[config.mk]
export PLATFORM = sky130hd
export DESIGN_NAME = lock_key_sequencer
export DESIGN_NICKNAME = d
export VERILOG_FILES = /design/src/rtl/lock_key_pkg.sv /design/src/rtl/lock_key_press_timer.sv /design/src/rtl/lock_key_sequencer.sv
export SDC_FILE = /design/constraint.sdc
export NUM_CORES = 1
export LEC_CHECK = 0
export CAP_MARGIN = 20
export CORE_ASPECT_RATIO = 1.2
export CORE_MARGIN = 1
export CORE_UTILIZATION = 40
export CTS_CLUSTER_DIAMETER = 120
export CTS_CLUSTER_SIZE = 24
export DETAILED_ROUTE_END_ITERATION = 6
export HOLD_SLACK_MARGIN = 0.05
export SYNTH_ARGS = -nofsm -noshare
export SYNTH_HDL_FRONTEND = slang
export SYNTH_HIERARCHICAL = 1
export SYNTH_SLANG_ARGS = --single-unit
[constraint.sdc]
create_clock -name Clk -period 3.5 [get_ports Clk]
set_clock_uncertainty 0.15 [all_clocks]
set_input_delay 0.35 -clock Clk [delete_from_list [all_inputs] [get_ports Clk]]
set_output_delay 0.35 -clock Clk [all_outputs]
set_load 0.005 [all_outputs]
[src/rtl/lock_key_pkg.sv]
// Shared definitions for the lock keypad interface: key codes, sequencer
// state encoding, default press timing and small elaboration helpers.
package lock_key_pkg;

  localparam logic [3:0] KEY_SET       = 4'hE;
  localparam logic [3:0] KEY_OPEN      = 4'hF;
  localparam logic [3:0] KEY_CONFIRM   = 4'hD;
  localparam logic [3:0] KEY_DIGIT_MIN = 4'h0;
  localparam logic [3:0] KEY_DIGIT_MAX = 4'h9;

  localparam int DEF_MAX_KEYS       = 8;
  localparam int DEF_SETUP_CYCLES   = 2;
  localparam int DEF_PRESS_CYCLES   = 10;
  localparam int DEF_RELEASE_CYCLES = 10;

  typedef enum logic [2:0] {
    ST_IDLE    = 3'd0,
    ST_SETUP   = 3'd1,
    ST_PRESS   = 3'd2,
    ST_RELEASE = 3'd3,
    ST_FINISH  = 3'd4
  } state_t;

  // A zero-length phase would never expire, so it is stretched to one cycle.
  function automatic int min_one(input int v);
    return (v < 1) ? 1 : v;
  endfunction

  function automatic int max3(input int a, input int b, input int c);
    int m;
    m = (a > b) ? a : b;
    return (m > c) ? m : c;
  endfunction

endpackage

[src/rtl/lock_key_press_timer.sv]
// Down-counter shared by the SETUP, PRESS and RELEASE phases; expire is high
// in the last cycle of the loaded duration.
module lock_key_press_timer
#(
  parameter int WIDTH = 4
) (
  input  logic             Clk,
  input  logic             Rst,
  input  logic             load,
  input  logic [WIDTH-1:0] load_val,
  output logic             expire
);

  localparam logic [WIDTH-1:0] ONE = {{(WIDTH-1){1'b0}}, 1'b1};

  logic [WIDTH-1:0] count_r;

  // Reload on phase entry, otherwise count down and rest at zero.
  always_ff @(posedge Clk) begin
    if (Rst) begin
      count_r <= '0;
    end else if (load) begin
      count_r <= load_val;
    end else if (count_r != '0) begin
      count_r <= count_r - ONE;
    end else begin
      count_r <= count_r;
    end
  end

  assign expire = (count_r == ONE);

endmodule

[src/rtl/lock_key_sequencer.sv]
// Replays a stored list of 4-bit key codes onto the lock keypad as timed,
// debouncer-friendly presses (Sw stable, key_in pulsed low once per code).
module lock_key_sequencer
  import lock_key_pkg::*;
#(
  parameter int MAX_KEYS       = DEF_MAX_KEYS,
  parameter int SETUP_CYCLES   = DEF_SETUP_CYCLES,
  parameter int PRESS_CYCLES   = DEF_PRESS_CYCLES,
  parameter int RELEASE_CYCLES = DEF_RELEASE_CYCLES
) (
  input  logic                  Clk,
  input  logic                  Rst,
  input  logic                  start,
  input  logic [3:0]            cmd_len,
  input  logic [4*MAX_KEYS-1:0] cmd_data,
  input  logic                  abort,
  output logic                  busy,
  output logic                  done,
  output logic                  aborted,
  output logic [3:0]            key_idx,
  output logic [3:0]            Sw,
  output logic                  key_in
);

  localparam int SETUP_N   = min_one(SETUP_CYCLES);
  localparam int PRESS_N   = min_one(PRESS_CYCLES);
  localparam int RELEASE_N = min_one(RELEASE_CYCLES);
  localparam int CNT_W     = $clog2(max3(SETUP_N, PRESS_N, RELEASE_N) + 1);
  localparam int DATA_W    = 4 * MAX_KEYS;

  localparam logic [CNT_W-1:0] SETUP_LD   = CNT_W'(SETUP_N);
  localparam logic [CNT_W-1:0] PRESS_LD   = CNT_W'(PRESS_N);
  localparam logic [CNT_W-1:0] RELEASE_LD = CNT_W'(RELEASE_N);
  localparam logic [3:0]       MAX_LEN    = 4'((MAX_KEYS > 15) ? 15 : MAX_KEYS);

  state_t            state_r, state_s;
  logic              busy_r, busy_s;
  logic              done_r, done_s;
  logic              aborted_r, aborted_s;
  logic [3:0]        key_idx_r, key_idx_s;
  logic [3:0]        sw_r, sw_s;
  logic              key_in_r, key_in_s;
  logic [DATA_W-1:0] shift_r, shift_s;
  logic [3:0]        len_r, len_s;

  logic              load_s;
  logic [CNT_W-1:0]  load_val_s;
  logic              expire_s;
  logic [3:0]        len_clamp_s;
  logic              last_key_s;
  logic              kill_s;
  logic [DATA_W-1:0] shifted_s;

  lock_key_press_timer #(
    .WIDTH (CNT_W)
  ) u_timer (
    .Clk      (Clk),
    .Rst      (Rst),
    .load     (load_s),
    .load_val (load_val_s),
    .expire   (expire_s)
  );

  assign len_clamp_s = (cmd_len > MAX_LEN) ? MAX_LEN : cmd_len;
  assign last_key_s  = (key_idx_r == (len_r - 4'd1));
  assign shifted_s   = shift_r >> 3'd4;
  // FINISH is excluded so that a late abort cannot suppress done.
  assign kill_s      = abort && ((state_r == ST_SETUP) ||
                                 (state_r == ST_PRESS) ||
                                 (state_r == ST_RELEASE));

  // Next-state and next-output logic; every output is registered below.
  always_comb begin
    state_s    = state_r;
    busy_s     = busy_r;
    done_s     = 1'b0;
    aborted_s  = 1'b0;
    key_idx_s  = key_idx_r;
    sw_s       = sw_r;
    key_in_s   = key_in_r;
    shift_s    = shift_r;
    len_s      = len_r;
    load_s     = 1'b0;
    load_val_s = '0;

    if (kill_s) begin
      state_s   = ST_IDLE;
      busy_s    = 1'b0;
      aborted_s = 1'b1;
      sw_s      = 4'h0;
      key_in_s  = 1'b1;
    end else begin
      case (state_r)
        ST_IDLE: begin
          key_in_s = 1'b1;
          if (start) begin
            shift_s = cmd_data;
            len_s   = len_clamp_s;
            if (len_clamp_s == 4'd0) begin
              state_s = ST_FINISH;
            end else begin
              state_s    = ST_SETUP;
              busy_s     = 1'b1;
              key_idx_s  = 4'd0;
              sw_s       = cmd_data[3:0];
              load_s     = 1'b1;
              load_val_s = SETUP_LD;
            end
          end else begin
            state_s = ST_IDLE;
          end
        end
        ST_SETUP: begin
          if (expire_s) begin
            state_s    = ST_PRESS;
            key_in_s   = 1'b0;
            load_s     = 1'b1;
            load_val_s = PRESS_LD;
          end else begin
            state_s = ST_SETUP;
          end
        end
        ST_PRESS: begin
          if (expire_s) begin
            state_s    = ST_RELEASE;
            key_in_s   = 1'b1;
            load_s     = 1'b1;
            load_val_s = RELEASE_LD;
          end else begin
            state_s = ST_PRESS;
          end
        end
        ST_RELEASE: begin
          if (expire_s && last_key_s) begin
            state_s = ST_FINISH;
            busy_s  = 1'b0;
            done_s  = 1'b1;
            sw_s    = 4'h0;
          end else if (expire_s) begin
            state_s    = ST_SETUP;
            shift_s    = shifted_s;
            sw_s       = shifted_s[3:0];
            key_idx_s  = key_idx_r + 4'd1;
            load_s     = 1'b1;
            load_val_s = SETUP_LD;
          end else begin
            state_s = ST_RELEASE;
          end
        end
        ST_FINISH: begin
          // Entered with done already raised after a played sequence; the
          // zero-length path arrives with done low and raises it here.
          busy_s   = 1'b0;
          sw_s     = 4'h0;
          key_in_s = 1'b1;
          if (done_r) begin
            state_s = ST_IDLE;
          end else begin
            state_s = ST_FINISH;
            done_s  = 1'b1;
          end
        end
        default: begin
          state_s  = ST_IDLE;
          busy_s   = 1'b0;
          sw_s     = 4'h0;
          key_in_s = 1'b1;
        end
      endcase
    end
  end

  // State and output registers with synchronous reset.
  always_ff @(posedge Clk) begin
    if (Rst) begin
      state_r   <= ST_IDLE;
      busy_r    <= 1'b0;
      done_r    <= 1'b0;
      aborted_r <= 1'b0;
      key_idx_r <= 4'd0;
      sw_r      <= 4'h0;
      key_in_r  <= 1'b1;
      shift_r   <= '0;
      len_r     <= 4'd0;
    end else begin
      state_r   <= state_s;
      busy_r    <= busy_s;
      done_r    <= done_s;
      aborted_r <= aborted_s;
      key_idx_r <= key_idx_s;
      sw_r      <= sw_s;
      key_in_r  <= key_in_s;
      shift_r   <= shift_s;
      len_r     <= len_s;
    end
  end

  assign busy    = busy_r;
  assign done    = done_r;
  assign aborted = aborted_r;
  assign key_idx = key_idx_r;
  assign Sw      = sw_r;
  assign key_in  = key_in_r;

endmodule

==> impl_metrics.env, run 1 <==
export IMPL_status="complete, no violations"
export IMPL_rsz0062_at_grt="false"
export IMPL_cts_tree="built"
export IMPL_cp_max_fo=25
export IMPL_powerDensity_nw_per_um2=484.4
export IMPL_cts_resized=0
export IMPL_cts_made_buffers=5
export IMPL_clk_path_buf_depth=2
export IMPL_min_delay_start="Rst"
export IMPL_nets=367
export IMPL_first_pass_iters=4
export IMPL_cts_root_buf="clkbuf_8"
export IMPL_fin_crit_ns=2.626
export IMPL_worstPathRequired_ns=3.54
export IMPL_drc=0
export IMPL_grt_max_degree=27
export IMPL_drv_cap=0
export IMPL_dpl_hpwl_um=4189
export IMPL_syn_avg_cell_area_um2=9.669
export IMPL_cts_setup_buffers=0
export IMPL_antenna_found_initial=0
export IMPL_slew_violations=0
export IMPL_crit_path_start_kind="register"
export IMPL_area_growth_pct=25.45
export IMPL_cts_hold_buf=0
export IMPL_hold_slack_ns=0.2565
export IMPL_port_buffers=51
export IMPL_finalCritPeriodShare_pct=75.03
export IMPL_clk_pin_slew_worst_paths_ns=0.09
export IMPL_synth_edf_count=0
export IMPL_start_util_pct=41.05
export IMPL_rr_startpoint="u_timer/count_r[1]"
export IMPL_num_rows=32
export IMPL_peakVddDrop_v=0.0002534
export IMPL_coreArea_um2=6406
export IMPL_syn_inst=272
export IMPL_die_h_um=90.83
export IMPL_stdcell_count=408
export IMPL_die_area_um2=6905
export IMPL_vias=2173
export IMPL_fmax_mhz=380.8
export IMPL_crit_type="reg2reg"
export IMPL_final_antenna_net_count=0
export IMPL_end_kind="register"
export IMPL_hold_viol_final=0
export IMPL_n_antenna_cell=0
export IMPL_grt_pass1_wl_um=10120
export IMPL_drive_gt1_share_pct=14.55
export IMPL_synth_flop_cell="dfxtp_1"
export IMPL_yosys_warnings=6
export IMPL_synth_distinct_cells=51
export IMPL_die_x_um=76.02
export IMPL_wl_per_cell_um=14.40
export IMPL_numClockSinks=51
export IMPL_postSynthRegisterBits=51
export IMPL_io_pins=52
export IMPL_seq_area_frac_synth_pct=38.82
export IMPL_arrival_ns=2.67
export IMPL_timing_critical_path_from="u_timer/count_r[1]"
export IMPL_setup_viol=0
export IMPL_grt_overflow=0
export IMPL_hp_class="in2reg"
export IMPL_routed_wl_um=5875
export IMPL_drt_initial_drc_count=81
export IMPL_place_congestion=0.8126
export IMPL_htree_levels=2
export IMPL_slew_limit_headroom_pct=59.96
export IMPL_reg2reg_slack_ns=0.87
export IMPL_grt_use_total_pct=18.03
export IMPL_via_per_inst=5.326
export IMPL_fillCellCount=624
export IMPL_tightest_slew_ns=0.5993
export IMPL_p_leak_nw=1.125
export IMPL_grt_pass1_vias=2082
export IMPL_worstSkewPairLatency_ns=0.30
export IMPL_netlist_area_um2=2630
export IMPL_tns_ns=0
export IMPL_dp_cells=400
export IMPL_synthArstFlopShare_pct=0
-- kinds of logic after synthesis --
| kind of cell | synth area share [%] |
|---|---|
| other cells | 0.1426 |
| xor+xnor | 3.568 |
| simple gates | 13.65 |
| mux | 10.32 |
| flops | 38.82 |
| fa+ha+maj | 2.379 |
| compound gates | 26.64 |
| buf+inv | 4.472 |
-- critical path, stage by stage, from the launching register on --
cell     delay [ns]
dfxtp_1        0.36
inv_1          0.09
ha_1           0.18
nor3b_1        0.13
buf_4          0.15
nand2_1        0.13
nor3b_2        0.06
buf_4          0.17
a31oi_2        0.38
buf_4          0.35
a21oi_1        0.16
a22o_1         0.20
-- routing by layer --
metal	up-vias	part of all wire, %	track usage, %	routed length [um]
met5	-	0	0	0
met4	0	1.3	7.853	74
met3	6	3.1	2.626	185
met2	44	49	29.39	2852
met1	1020	47	23.60	2763
li1	1103	-	-	-
-- state kept, by name, indices dropped and copies added, names as in the netlist --
register,count
Sw,4
aborted,1
busy,1
done,1
key_idx,4
key_in,1
len_r,4
shift_r,28
state_r,3
u_timer/count_r,4
-- placed cells by master, fill, tap and decap left out, types with 3 or more instances in the layout --
master | synthesis | final
dfxtp_1 | 51 | 51
buf_4 | 0 | 9
nand2b_1 | 3 | 3
o22ai_1 | 3 | 3
nand3_1 | 9 | 9
a211oi_1 | 4 | 4
nor2_1 | 6 | 6
mux2i_1 | 26 | 26
clkbuf_8 | 0 | 5
nand2_1 | 21 | 21
a21boi_0 | 3 | 3
xnor2_1 | 6 | 6
a211oi_2 | 20 | 20
inv_1 | 6 | 6
clkdlybuf4s50_1 | 0 | 50
a22o_1 | 4 | 4
a22oi_1 | 4 | 4
nor3_1 | 3 | 3
nor3b_1 | 4 | 4
ha_1 | 5 | 5
nand3b_1 | 3 | 3
a21oi_1 | 39 | 39
-- worst paths after layout --
| path | end | depth (start not counted) |
|---|---|---|
| setup / recovery | shift_r[31] | 11 |
| hold / removal | aborted | 2 |
| setup reg to reg | shift_r[31] | 11 |
| hold reg to reg | len_r[3] | 2 |
-- area by class of cell --
| type | count | area (um^2) | share of cell area, % |
|---|---|---|---|
| Clock inverter | 1 | 5.005 | 0.1517 |
| Sequential cell | 51 | 1021 | 30.94 |
| Clock buffer | 7 | 76.32 | 2.313 |
| Multi-Input combinational cell | 198 | 1495 | 45.32 |
| Timing Repair Buffer | 60 | 573.1 | 17.37 |
| Inverter | 6 | 22.52 | 0.6826 |
| Tap cell | 85 | 106.4 | 3.223 |
-- report_power, final --
part           switching [mW]  total, mW  internal (mW)
Sequential             0.0719      0.742          0.670
Clock                   0.188      0.329          0.141
Combinational           0.265      0.528          0.263
Total                   0.524       1.60           1.07
-- synthesized netlist by cell type, types with 4 or more instances --
library cell / instances / area [um^2]
xnor2_1: 6 / 52.55
nand3_1: 9 / 45.04
a22oi_1: 4 / 30.03
a211oi_2: 20 / 250.2
mux2i_1: 26 / 260.3
buf_2: 4 / 20.02
clkbuf_1: 10 / 37.54
nor2_1: 6 / 22.52
ha_1: 5 / 62.56
a21oi_1: 39 / 195.2
dfxtp_1: 51 / 1021
inv_1: 6 / 22.52
a22o_1: 4 / 35.03
nor3b_1: 4 / 30.03
nand2_1: 21 / 78.83
a211oi_1: 4 / 30.03
-- metrics by stage --
| step | utilization, % | setup WS (ns) | area [um^2] | power [mW] |
|---|---|---|---|---|
| floorplan | - | 0.9989 | 2634 | 1.127 |
| global placement | 50.23 | 0.8291 | 3218 | 1.277 |
| detailed placement | 50.23 | 0.8709 | 3218 | 1.280 |
| CTS | 51.50 | 0.8641 | 3299 | 1.615 |
| global route | 51.50 | 0.6137 | 3299 | 1.703 |
| finish | 51.50 | 0.8738 | 3299 | 1.598 |
Power figures use the tool's default switching activity.
==> run 2, diff against run 1 <==
- clock period: 3.5 -> 2.5 ns (I/O delays scaled with it)
==> run 2 against run 1 <==
Compared with the run above: register-to-register slack got worse by 0.70 ns; design area rose by 4.7%; sequential cell count did not move; total power rose by 47%; fmax rose by 13%; sequential power rose by 40%; critical path depth fell by 1; combinational power rose by 51%; global-route usage rose by 0.55 points; critical path type unchanged.
==> impl_metrics.env, run 2 (synthesized netlist as in run 1, its figures left out) <==
export IMPL_largest_reg_flops=28
export IMPL_nets=378
export IMPL_clk_pin_slew_worst_paths_ns=0.10
export IMPL_area_growth_pct=31.30
export IMPL_swShare_pct=32.58
export IMPL_place_ws_ns=0.09967
export IMPL_crit_type="reg2reg"
export IMPL_coreArea_um2=6406
export IMPL_vias=2192
export IMPL_grt_pass1_vias=2233
export IMPL_grt_overflow=0
export IMPL_first_pass_iters=4
export IMPL_num_rows=32
export IMPL_routed_wl_um=5946
export IMPL_cts_root_buf="clkbuf_8"
export IMPL_cts_tree="built"
export IMPL_slew_limit_headroom_pct=61.30
export IMPL_final_cell_mix="51 x dfxtp_1, 50 x clkdlybuf4s50_1, 38 x a21oi_1"
export IMPL_hold_viol_final=0
export IMPL_fillCellCount=622
export IMPL_reg2reg_slack_ns=0.17
export IMPL_worst_slack_ns=0.1692
export IMPL_clockPowerShare_pct=21.7
export IMPL_peakVddDrop_v=0.0003354
export IMPL_fin_crit_ns=2.331
export IMPL_status="complete, no violations"
export IMPL_slew_violations=0
export IMPL_drive_gt1_share_pct=18.56
export IMPL_final_common_cell="dfxtp_1"
export IMPL_grt_pass1_wl_um=10400
export IMPL_setup_viol=0
export IMPL_drt_initial_drc_count=78
export IMPL_arrival_ns=2.41
export IMPL_die_h_um=90.83
export IMPL_drc=0
export IMPL_wl_per_cell_um=14.19
export IMPL_dp_cells=411
export IMPL_crit_path_start_kind="register"
export IMPL_tns_ns=0
export IMPL_finalCritPeriodShare_pct=93.23
export IMPL_antenna_found_initial=0
export IMPL_hp_class="in2reg"
export IMPL_powerDensity_nw_per_um2=678.3
export IMPL_cts_made_buffers=5
export IMPL_largest_register="shift_r"
export IMPL_dpl_hpwl_um=4265
export IMPL_clk_path_buf_depth=2
export IMPL_n_antenna_cell=0
export IMPL_grt_use_total_pct=18.58
export IMPL_grt_max_degree=28
export IMPL_worstPathRequired_ns=2.58
export IMPL_switchingPower_uw=763.0
export IMPL_p_leak_nw=1.206
export IMPL_tightest_slew_ns=0.5805
export IMPL_via_per_inst=5.232
export IMPL_die_x_um=76.02
export IMPL_pwr_share_comb_pct=34.1
export IMPL_final_antenna_net_count=0
export IMPL_drv_cap=0
export IMPL_cp_max_fo=5
export IMPL_end_kind="register"
export IMPL_fin_util_pct=53.91
export IMPL_hold_slack_ns=0.2697
export IMPL_cts_resized=0
export IMPL_stdcell_count=419
export IMPL_seq_power_share_pct=44.3
export IMPL_port_buffers=51
export IMPL_fmax_mhz=429.0
export IMPL_place_congestion=0.7812
export IMPL_die_area_um2=6905
export IMPL_worstSkewPairLatency_ns=0.30
export IMPL_numClockSinks=51
export IMPL_htree_levels=2
export IMPL_cts_hold_buf=0
export IMPL_io_pins=52
export IMPL_start_util_pct=41.05
export IMPL_cts_setup_buffers=0
export IMPL_p_int_mw=1.579
export IMPL_rsz0062_at_grt="false"
==> run 2: worst paths after layout <==
| path | startpoint | cells past startpoint | to |
|---|---|---|---|
| worst min register to register | shift_r[6] | 2 | Sw[2] |
| worst min-delay path | Rst | 2 | aborted |
| worst max-delay path | len_r[1] | 10 | u_timer/count_r[0] |
| worst max register to register | len_r[1] | 10 | u_timer/count_r[0] |
==> run 2: worst max-delay path: stages, from the launching register on <==
cell,delay (ns)
dfxtp_1,0.37
inv_1,0.05
ha_1,0.28
xnor2_1,0.16
nor3_4,0.29
nand2_1,0.14
nor2_1,0.14
o41ai_2,0.11
buf_4,0.17
or2_2,0.30
o22ai_1,0.11
==> run 2: final cells by class <==
class / count / area [um^2] / share of cell area, %
flip-flops and latches: 51 / 1021 / 29.57
well taps: 85 / 106.4 / 3.080
inverters: 6 / 22.52 / 0.6522
clock buffers: 6 / 82.58 / 2.391
multi-input cells: 198 / 1514 / 43.84
clock inverters: 2 / 13.76 / 0.3986
repair buffers: 71 / 693.2 / 20.07
==> run 2: power groups by stage <==
stage               combinational, mW  clock [mW]  sequential, mW
detailed placement              0.797           0            1.06
global placement                0.796           0            1.05
floorplan                       0.563           0            1.02
CTS                             0.799       0.526            1.04
finish                          0.798       0.508            1.04
global route                    0.887       0.556            1.06
==> run 2: per-layer routing <==
metal	part of all wire [%]	GRT usage, %	vias up
met5	0	0	-
met3	2.3	2.525	5
met4	1.2	6.731	0
met1	47	22.57	1033
met2	50	33.18	33
li1	-	-	1121
==> run 2: metrics by stage <==
| step | cell area [um^2] | power (mW) |
|---|---|---|
| after floorplan | 2641 | 1.581 |
| after global placement | 3346 | 1.850 |
| after detailed placement | 3346 | 1.852 |
| after CTS | 3442 | 2.363 |
| after global routing | 3453 | 2.497 |
| final | 3453 | 2.342 |
==> run 3, diff against run 2 <==
- CORE_MARGIN: 1 -> 2
- CORE_UTILIZATION: 40 -> 50
- PLACE_DENSITY: not set -> 0.78
==> run 3 against run 2 <==
Compared with the run above: combinational power barely moved; sequential power barely moved; first-iteration DRC count rose by 23%; via count rose by 1.9%; clock power fell by 13%; clock-buffer cell count fell by 1; sequential cell count did not move; critical path depth did not move; register-to-register slack improved by 0.04 ns; utilization rose by 14 points; largest cell class unchanged.
==> impl_metrics.env, run 3 (synthesized netlist as in run 1, its figures left out) <==
export IMPL_status="complete, no violations"
export IMPL_fillCellCount=416
export IMPL_wl_per_cell_um=14.56
export IMPL_fin_crit_ns=2.289
export IMPL_arrival_ns=2.37
export IMPL_cpPeakStageDelay_ns=0.37
export IMPL_tns_ns=0
export IMPL_first_pass_iters=4
export IMPL_grt_overflow=0
export IMPL_die_h_um=83.45
export IMPL_finalCritPeriodShare_pct=91.57
export IMPL_drc=0
export IMPL_worst_path_max_delay_cell="dfxtp_1"
export IMPL_place_ws_ns=0.09815
export IMPL_vias=2233
export IMPL_hp_class="in2reg"
export IMPL_setup_viol=0
export IMPL_multi_input_area_um2=1511
export IMPL_cts_setup_buffers=0
export IMPL_largest_register="shift_r"
export IMPL_worstSkewPairLatency_ns=0.30
export IMPL_area_growth_pct=29.21
export IMPL_grt_pass1_wl_um=10050
export IMPL_slew_violations=0
export IMPL_numClockSinks=51
export IMPL_die_x_um=70.21
export IMPL_worst_slack_ns=0.2108
export IMPL_grt_pass1_vias=2310
export IMPL_clk_path_buf_depth=2
export IMPL_grt_max_degree=28
export IMPL_crit_type="reg2reg"
export IMPL_coreArea_um2=5010
export IMPL_crit_chain="inv_1, ha_1, xnor2_1, nor3_4, nand2_1, nor2_1, o41ai_2, buf_4, or3_1, a21oi_1"
export IMPL_hold_viol_final=0
export IMPL_final_antenna_net_count=0
export IMPL_clk_pin_slew_worst_paths_ns=0.08
export IMPL_num_rows=28
export IMPL_via_per_inst=5.726
export IMPL_largest_reg_flops=28
export IMPL_cts_root_buf="clkbuf_8"
export IMPL_fmax_mhz=436.8
export IMPL_grt_use_total_pct=20.50
export IMPL_cp_max_fo=8
export IMPL_p_leak_nw=1.189
export IMPL_start_util_pct=52.50
export IMPL_antenna_found_initial=0
export IMPL_place_congestion=0.7789
export IMPL_drt_initial_drc_count=96
export IMPL_final_cell_mix="50 x dfxtp_1, 50 x clkdlybuf4s50_1, 38 x a21oi_1"
export IMPL_dpl_hpwl_um=4095
export IMPL_tightest_slew_ns=0.5855
export IMPL_worstPathRequired_ns=2.58
export IMPL_drv_cap=0
export IMPL_port_buffers=51
export IMPL_die_area_um2=5859
export IMPL_slew_limit_headroom_pct=60.89
export IMPL_io_pins=52
export IMPL_drive_gt1_share_pct=18.18
export IMPL_cts_tree="built"
export IMPL_powerDensity_nw_per_um2=670.4
export IMPL_routed_wl_um=5678
export IMPL_nets=376
export IMPL_crit_path_start_kind="register"
export IMPL_seqCellArea_um2=1022
export IMPL_n_antenna_cell=0
export IMPL_rsz0062_at_grt="false"
export IMPL_htree_levels=2
export IMPL_cts_made_buffers=5
export IMPL_peakVddDrop_v=0.0003581
export IMPL_end_kind="register"
==> run 3: cell count changes in the layout (fill, tap and decap cells not counted), sizes merged <==
cell      delta
buf          -2
clkbuf       -1
clkinv       -1
clkinvlp     +1
inv          -1
==> run 3: final timing paths <==
path,from,slack [ns],to,cells past startpoint
hold reg to reg,len_r[3],0.33,len_r[3],2
setup / recovery,len_r[1],0.21,u_timer/count_r[2],10
hold / removal,Rst,0.24,aborted,2
setup reg to reg,len_r[1],0.21,u_timer/count_r[2],10
==> run 3: worst max-delay path, delay by kind of cell, from the launching register on <==
family	cells	cell delay (ns)
buf+inv	2	0.24
xor+xnor	1	0.16
fa+ha+maj	1	0.28
flops	1	0.37
simple gates	4	0.80
compound gates	2	0.21
==> run 3: routing by layer <==
layer  GRT usage (%)  wire length [um]  share of wire, %
met1           25.15              2526                44
met2           36.10              2815                50
met3           3.744               229               4.0
met4           6.294               106               1.9
met5               0                 0                 0
==> run 3: timing repair <==
item	4_1_cts	5_1_grt
endpoints found under the setup margin	0	7
endpoints found under the hold margin	0	0
gates resized for setup	0	3
hold buffers	0	0
==> run 3: layout make-up <==
type	instances	share of cell area, %
Clock inverter	1	0.2209
Tap cell	60	2.209
Timing Repair Buffer	69	20.32
Sequential cell	51	30.08
Clock buffer	5	2.025
Multi-Input combinational cell	198	44.48
Inverter	6	0.6627
==> run 3: through the flow <==
stage	hold WS, ns	area (um^2)	power [mW]	util [%]	std cells
3_3_place_gp	0.3091	3312	1.822	66.11	384
2_1_floorplan	0.1624	2641	1.581	-	273
6_report	0.2393	3398	2.278	67.83	390
4_1_cts	0.2300	3388	2.290	67.63	390
3_5_place_dp	0.3105	3312	1.842	66.11	384
5_1_grt	0.2939	3398	2.427	67.83	390
==> run 3: power by group <==
part / switching (mW) / internal, mW / total (mW)
combinational: 0.382 / 0.412 / 0.795
sequential: 0.105 / 0.938 / 1.04
clock: 0.254 / 0.186 / 0.440
